===== src/rtl/alu_md.sv =====
// MIPS-style ALU with an iterative multiply/divide unit and HI/LO registers.
// Single-cycle ops respond one cycle after acceptance; MULT*/DIV* take WIDTH+1 cycles.
module alu_md #(
    parameter int unsigned WIDTH = 32,
    parameter int unsigned SA_W  = 5
) (
    input  logic             clk,
    input  logic             rst_n,
    input  logic             in_valid,
    output logic             in_ready,
    input  logic [5:0]       alu_ctrl,
    input  logic [WIDTH-1:0] a,
    input  logic [WIDTH-1:0] b,
    input  logic [SA_W-1:0]  sa,
    input  logic             flush,
    output logic [WIDTH-1:0] c,
    output logic             out_valid,
    output logic             ovf,
    output logic             zero
);

    localparam int unsigned PW   = 2 * WIDTH + 1;
    localparam int unsigned HALF = WIDTH / 2;

    localparam logic [5:0] OP_ADD   = 6'd0;
    localparam logic [5:0] OP_ADDU  = 6'd1;
    localparam logic [5:0] OP_SUBU  = 6'd2;
    localparam logic [5:0] OP_AND   = 6'd3;
    localparam logic [5:0] OP_OR    = 6'd4;
    localparam logic [5:0] OP_SLT   = 6'd5;
    localparam logic [5:0] OP_LUI   = 6'd6;
    localparam logic [5:0] OP_SLL   = 6'd7;
    localparam logic [5:0] OP_SRL   = 6'd8;
    localparam logic [5:0] OP_SRA   = 6'd9;
    localparam logic [5:0] OP_XOR   = 6'd10;
    localparam logic [5:0] OP_NOR   = 6'd11;
    localparam logic [5:0] OP_SLTU  = 6'd12;
    localparam logic [5:0] OP_SUB   = 6'd13;
    localparam logic [5:0] OP_MULT  = 6'd16;
    localparam logic [5:0] OP_MULTU = 6'd17;
    localparam logic [5:0] OP_DIV   = 6'd18;
    localparam logic [5:0] OP_DIVU  = 6'd19;
    localparam logic [5:0] OP_MFHI  = 6'd20;
    localparam logic [5:0] OP_MFLO  = 6'd21;
    localparam logic [5:0] OP_MTHI  = 6'd22;
    localparam logic [5:0] OP_MTLO  = 6'd23;

    typedef enum logic [1:0] {
        ST_IDLE = 2'd0,
        ST_MUL  = 2'd1,
        ST_DIV  = 2'd2
    } state_e;

    state_e           state_q;
    logic [WIDTH-1:0] hi_q, lo_q, c_q, opnd_q, a_q;
    logic [PW-1:0]    prod_q;
    logic [SA_W-1:0]  cnt_q;
    logic             out_valid_q, ovf_q, zero_q, in_ready_q;
    logic             neg_q, rneg_q, div0_q, eq_q;

    assign c         = c_q;
    assign out_valid = out_valid_q;
    assign ovf       = ovf_q;
    assign zero      = zero_q;
    assign in_ready  = in_ready_q;

    // Single-cycle datapath
    logic [WIDTH-1:0] sum, dif, alu_res;
    logic             alu_ovf;

    always_comb begin
        sum     = a + b;
        dif     = a - b;
        alu_res = '0;
        alu_ovf = 1'b0;
        case (alu_ctrl)
            OP_ADD: begin
                alu_res = sum;
                alu_ovf = (a[WIDTH-1] == b[WIDTH-1]) && (sum[WIDTH-1] != a[WIDTH-1]);
            end
            OP_ADDU: alu_res = sum;
            OP_SUBU: alu_res = dif;
            OP_SUB: begin
                alu_res = dif;
                alu_ovf = (a[WIDTH-1] != b[WIDTH-1]) && (dif[WIDTH-1] != a[WIDTH-1]);
            end
            OP_AND:  alu_res = a & b;
            OP_OR:   alu_res = a | b;
            OP_XOR:  alu_res = a ^ b;
            OP_NOR:  alu_res = ~(a | b);
            OP_SLT:  alu_res = WIDTH'($signed(a) < $signed(b));
            OP_SLTU: alu_res = WIDTH'(a < b);
            OP_LUI:  alu_res = {b[HALF-1:0], {HALF{1'b0}}};
            OP_SLL:  alu_res = b << sa;
            OP_SRL:  alu_res = b >> sa;
            OP_SRA:  alu_res = WIDTH'($signed(b) >>> sa);
            OP_MFHI: alu_res = hi_q;
            OP_MFLO: alu_res = lo_q;
            OP_MTHI: alu_res = a;
            OP_MTLO: alu_res = a;
            default: alu_res = '0;
        endcase
    end

    // Operand magnitudes; signed ops run unsigned and fix signs at the end
    logic             is_signed, a_sgn, b_sgn;
    logic [WIDTH-1:0] a_mag, b_mag;

    always_comb begin
        is_signed = (alu_ctrl == OP_MULT) || (alu_ctrl == OP_DIV);
        a_sgn     = is_signed && a[WIDTH-1];
        b_sgn     = is_signed && b[WIDTH-1];
        a_mag     = a_sgn ? -a : a;
        b_mag     = b_sgn ? -b : b;
    end

    // One shift-add / restoring-divide step on the shared product register
    logic [WIDTH:0]     acc_add, shifted, trial;
    logic [2*WIDTH-1:0] mul_step, prod_fin;
    logic [PW-1:0]      div_step;
    logic               div_ok, last_step;
    logic [WIDTH-1:0]   res_hi, res_lo;

    always_comb begin
        acc_add   = prod_q[PW-1:WIDTH] + (prod_q[0] ? {1'b0, opnd_q} : '0);
        mul_step  = {acc_add, prod_q[WIDTH-1:1]};
        shifted   = {prod_q[2*WIDTH-1:WIDTH], prod_q[WIDTH-1]};
        trial     = shifted - {1'b0, opnd_q};
        div_ok    = ~trial[WIDTH];
        div_step  = {div_ok ? trial : shifted, prod_q[WIDTH-2:0], div_ok};
        prod_fin  = neg_q ? -mul_step : mul_step;
        last_step = (cnt_q == SA_W'(WIDTH - 1));
        res_hi    = '0;
        res_lo    = '0;
        if (state_q == ST_MUL) begin
            res_hi = prod_fin[2*WIDTH-1:WIDTH];
            res_lo = prod_fin[WIDTH-1:0];
        end else if (div0_q) begin
            res_hi = a_q;
            res_lo = '1;
        end else begin
            res_hi = rneg_q ? -div_step[2*WIDTH-1:WIDTH] : div_step[2*WIDTH-1:WIDTH];
            res_lo = neg_q  ? -div_step[WIDTH-1:0]       : div_step[WIDTH-1:0];
        end
    end

    // Control FSM, HI/LO and registered outputs
    always_ff @(posedge clk or negedge rst_n) begin
        if (!rst_n) begin
            state_q     <= ST_IDLE;
            hi_q        <= '0;
            lo_q        <= '0;
            c_q         <= '0;
            opnd_q      <= '0;
            a_q         <= '0;
            prod_q      <= '0;
            cnt_q       <= '0;
            out_valid_q <= 1'b0;
            ovf_q       <= 1'b0;
            zero_q      <= 1'b0;
            in_ready_q  <= 1'b1;
            neg_q       <= 1'b0;
            rneg_q      <= 1'b0;
            div0_q      <= 1'b0;
            eq_q        <= 1'b0;
        end else begin
            out_valid_q <= 1'b0;
            case (state_q)
                ST_IDLE: begin
                    if (in_valid && in_ready_q && !flush) begin
                        case (alu_ctrl)
                            OP_MULT, OP_MULTU, OP_DIV, OP_DIVU: begin
                                state_q    <= (alu_ctrl == OP_MULT || alu_ctrl == OP_MULTU)
                                              ? ST_MUL : ST_DIV;
                                in_ready_q <= 1'b0;
                                cnt_q      <= '0;
                                prod_q     <= {{(WIDTH + 1){1'b0}}, a_mag};
                                opnd_q     <= b_mag;
                                a_q        <= a;
                                neg_q      <= a_sgn ^ b_sgn;
                                rneg_q     <= a_sgn;
                                div0_q     <= (b == '0);
                                eq_q       <= (a == b);
                            end
                            default: begin
                                c_q         <= alu_res;
                                ovf_q       <= alu_ovf;
                                zero_q      <= (a == b);
                                out_valid_q <= 1'b1;
                                if (alu_ctrl == OP_MTHI) hi_q <= a;
                                if (alu_ctrl == OP_MTLO) lo_q <= a;
                            end
                        endcase
                    end
                end
                ST_MUL, ST_DIV: begin
                    if (flush) begin
                        state_q    <= ST_IDLE;
                        in_ready_q <= 1'b1;
                        cnt_q      <= '0;
                    end else begin
                        prod_q <= (state_q == ST_MUL) ? {1'b0, mul_step} : div_step;
                        cnt_q  <= cnt_q + SA_W'(1);
                        if (last_step) begin
                            hi_q        <= res_hi;
                            lo_q        <= res_lo;
                            c_q         <= res_lo;
                            ovf_q       <= 1'b0;
                            zero_q      <= eq_q;
                            out_valid_q <= 1'b1;
                            state_q     <= ST_IDLE;
                            in_ready_q  <= 1'b1;
                            cnt_q       <= '0;
                        end
                    end
                end
                default: begin
                    state_q    <= ST_IDLE;
                    in_ready_q <= 1'b1;
                end
            endcase
        end
    end

endmodule


===== config.mk =====
export PLATFORM = sky130hd
export DESIGN_NAME = alu_md
export DESIGN_NICKNAME = d
export VERILOG_FILES = /design/src/rtl/alu_md.sv
export SDC_FILE = /design/constraint.sdc
export NUM_CORES = 2
export LEC_CHECK = 0
export ABC_AREA = 1
export CAP_MARGIN = 20
export CORE_MARGIN = 2
export CORE_UTILIZATION = 39
export DETAILED_ROUTE_END_ITERATION = 12
export DONT_BUFFER_PORTS = 1
export GPL_TIMING_DRIVEN = 0
export SLEW_MARGIN = 40
export SYNTH_ARGS = -nofsm -noshare
export SYNTH_HDL_FRONTEND = slang
export SYNTH_SLANG_ARGS = --single-unit
export TNS_END_PERCENT = 30

===== constraint.sdc =====
create_clock -name clk -period 6 [get_ports clk]
set_input_delay 0.3 -clock clk [delete_from_list [all_inputs] [get_ports clk]]
set_output_delay 0.3 -clock clk [all_outputs]
set_load 0.05 [all_outputs]

==> out/qor.yml <==
final-setup-viol-count: 0
p_seq_share_pct: 20.7
clkLatencyLatePin_ps: 640
path_class: "reg -> reg"
timing.critical_path.required_ps: 6500
rr_worst_depth: 23
finalHoldViolCount: 0
rows: 102
p_leak_uw: 0.0167
synth_cells: 5325
die-area_sq_um: 80700
timing.rr.end: "c[17]$_DFFE_PN0P_"
cts_buffers: 30
antenna_found_initial: 10
syn_nets: 5579
crit_top_cell: "nand2_1"
grt_pass1_wl_um: 274000
final.setup.tns_ps: 0
fin_crit_ps: 5990
slowest_stage: "ha_1"
final_common_cell: "nand2_1"
worst_setup_path_start_kind: "register"
drt_iter0_markers: 5745
outcome: "completed"
synth_edf_count: 0
initial_core_util_pct: 39.4
first_global_vias: 37197
hold_class: "in -> reg"
grt_max_degree: 241
rsz0062_at_grt: "false"
cts_setup_buffers: 0
synth_seq_cells: 240
worst_clock_skew_ps: 55.8
layout-drive-gt1-share_pct: 3.63
worst-path-max-fanout: 19
overflow: 0
cp-startpoint: "prod_q[31]$_DFFE_PN0P_"
syn2layout_area_growth_pct: 10.3
cpPeakStageDelay_ps: 520
vdd_drop_max_uv: 306
nNetsFinal: 5659
synth_top_area_share_pct: 19.5
drt-vias-per-instance: 6.18
p_int_uw: 6450
dp_hpwl_um: 160000
layout_common_cells: "1483 x nand2_1, 676 x inv_1, 569 x nor2_1, 515 x o21ai_0, 379 x nand3_1"
end_kind: "register"
io_buffer_count: 0
worst_pin_slew_ps: 1060
switching_power_uw: 10300
yosysUniqueCellTypes: 68
relSlewSlack_pct: 29.5
path_clk_slew_ps: 60
wire_per_inst_um: 30.4
io-pin-count: 115
path_depth: 23
max_freq_mhz: 167
die_w_um: 284
path_delay_family: "compound AO/OA/AOI/OAI gates"
vias: 40026
ys_warn_count: 0
cts_root_buf: "clkbuf_16"
synthTopCellsByArea: "dfrtp_1 20%, nand2_1 18%, o21ai_0 8.6%, inv_1 8.3%, ha_1 7.0%"
crit_arrival_ps: 6490
gp_congestion: 1.09
cts_tree: "yes"
r2r_setup_slack_ps: 10
fin_crit_sh_pct: 99.8
synthArstFlopShare_pct: 100
path_buf_inv: 7
synth_top_area_cell: "dfrtp_1"
cts.sinks: 240
wirelength_um: 197000
firstDrtPassIters: 7
crit_end: "c[17]$_DFFE_PN0P_"
grt_use_total_pct: 47.0
cts_buffer_depth: 3
htreeDepth: 1
crit_path_cell_trace: "inv_1 > ha_1 > inv_1 > fa_1 > nand2_1 > nand3_1 > nand2_1 > nand2_1 > nand2_1 > nand2_1 > a21oi_1 > o21bai_1 > ha_1 > inv_2 > buf_6 > buf_2 > a21oi_2 > clkbuf_1 > nor3_1 > o21ai_0 > inv_1 > a21oi_1 > o21ai_0"
netlist_area_sq_um: 30600
die_h_um: 284
pwr-share-comb_pct: 66.7
maxCapViolCount: 0
ant_nets: 0
ys_seq_area_share_pct: 19.6
syn_avg_cell_area_sq_um: 5.75
r2r_start: "prod_q[31]$_DFFE_PN0P_"
powerDensity_nw_per_um2: 496
maxSlewViolCount: 0
p_clk_share_pct: 12.6
synth_ff_type: "dfrtp_1"
whs_ps: 14.4
netSwitchingFraction_pct: 61.5
post-route-util_pct: 43.5
coreArea_sq_um: 77600
drc_errors: 0
-- what timing repair did --
action / in CTS / in global routing
hold buffers: 35 / 0
gates resized for setup: 0 / 8
endpoints found under the setup margin: 17 / 19
gates cloned: 0 / 0
hold endpoints to repair: 286 / 0
-- kinds of logic after synthesis --
kind of cell | Yosys count | share of synthesized area (%)
mux | 9 | 0.294
flops | 240 | 19.6
fa+ha+maj | 175 | 7.25
xor+xnor | 56 | 1.60
buf+inv | 930 | 11.5
simple gates | 2651 | 36.0
compound gates | 1264 | 23.8
-- metal layers --
| metal | part of all wire, % | global-route usage (%) | up-vias |
|---|---|---|---|
| met1 | 37 | 57.0 | 18706 |
| met3 | 12 | 13.0 | 766 |
| met5 | 0.020 | 0 | - |
| met2 | 41 | 70.9 | 2727 |
| met4 | 9.6 | 35.1 | 6 |
| li1 | - | - | 17821 |
-- synthesized netlist by cell type (10+ instances only) --
library cell,instances
a2111oi_0,10
ha_1,171
a221oi_1,22
o221ai_1,16
nor2_1,570
xor2_1,53
clkbuf_1,194
o22ai_1,43
buf_1,23
o2111ai_1,28
o21bai_1,15
a31oi_1,60
a21oi_1,358
a22oi_1,25
a211oi_1,11
nor2_2,11
buf_2,19
o21ai_1,19
o21ai_0,525
nand3_1,379
nor3_1,56
clkinv_1,10
o31ai_1,11
dfrtp_1,239
or2_2,16
nand4_1,60
nor4_1,27
o21a_1,25
nand2_1,1485
o211ai_1,41
inv_1,676
-- worst min-delay path by stage --
| stage | start | end | slack (ps) | depth (start not counted) |
|---|---|---|---|---|
| after global routing | a[20] | a_q[20]$_DFFE_PN0P_ | 30 | 2 |
| after floorplan | rst_n | a_q[0]$_DFFE_PN0P_ | 4 | 0 |
| after detailed placement | rst_n | prod_q[6]$_DFFE_PN0P_ | 10 | 0 |
| final | a[19] | a_q[19]$_DFFE_PN0P_ | 10 | 2 |
| after CTS | a[4] | a_q[4]$_DFFE_PN0P_ | 0.7 | 2 |
| after global placement | rst_n | prod_q[6]$_DFFE_PN0P_ | 9 | 0 |
-- worst reg2reg max path, cell delays in order (launching register included) --
cell      delay (ps)
dfrtp_1          460
inv_1            220
ha_1             190
inv_1            120
fa_1             490
nand2_1          130
nand3_1          160
nand2_1          130
nand2_1           90
nand2_1          110
nand2_1           80
a21oi_1          140
o21bai_1         180
ha_1             520
inv_2             80
buf_6            150
buf_2            280
a21oi_2          480
clkbuf_1         510
nor3_1           110
o21ai_0          520
inv_1            210
a21oi_1          320
o21ai_0          160
-- flip-flops by register name (all words and copies together), names as in the netlist --
| name | count |
|---|---|
| prod_q | 65 |
| a_q | 32 |
| c | 32 |
| hi_q | 32 |
| lo_q | 32 |
| opnd_q | 32 |
| cnt_q | 5 |
| state_q | 2 |
| div0_q | 1 |
| eq_q | 1 |
| in_ready | 1 |
| neg_q | 1 |
| out_valid | 1 |
| ovf | 1 |
| rneg_q | 1 |
| zero | 1 |
-- metrics by stage --
step	cell area (sq um)	setup slack, ps	cells	total power, uW
finish	33700	12.2	6472	16700
global route	33700	21.5	6467	17600
CTS	33600	119	6465	16100
detailed placement	32100	-294	6377	13900
global placement	31900	-1050	6365	13800
floorplan	30600	1870	5325	9890
-- final cells by class --
cell class | count | area [sq um]
flip-flops and latches | 240 | 6010
repair buffers | 49 | 494
clock buffers | 39 | 825
well taps | 1040 | 1300
fillers | 8836 | 43800
inverters | 693 | 2610
clock inverters | 15 | 294
diodes | 5 | 12.5
multi-input cells | 4155 | 21300
plain buffers | 236 | 935
-- power groups by stage --
stage,Sequential [uW],Clock [uW],Combinational [uW]
2_1_floorplan,3030,0,6860
3_3_place_gp,3420,0,10400
3_5_place_dp,3420,0,10500
4_1_cts,3400,2080,10600
5_1_grt,3490,2150,11900
6_report,3470,2100,11200
(Power assumes the default switching activity.)
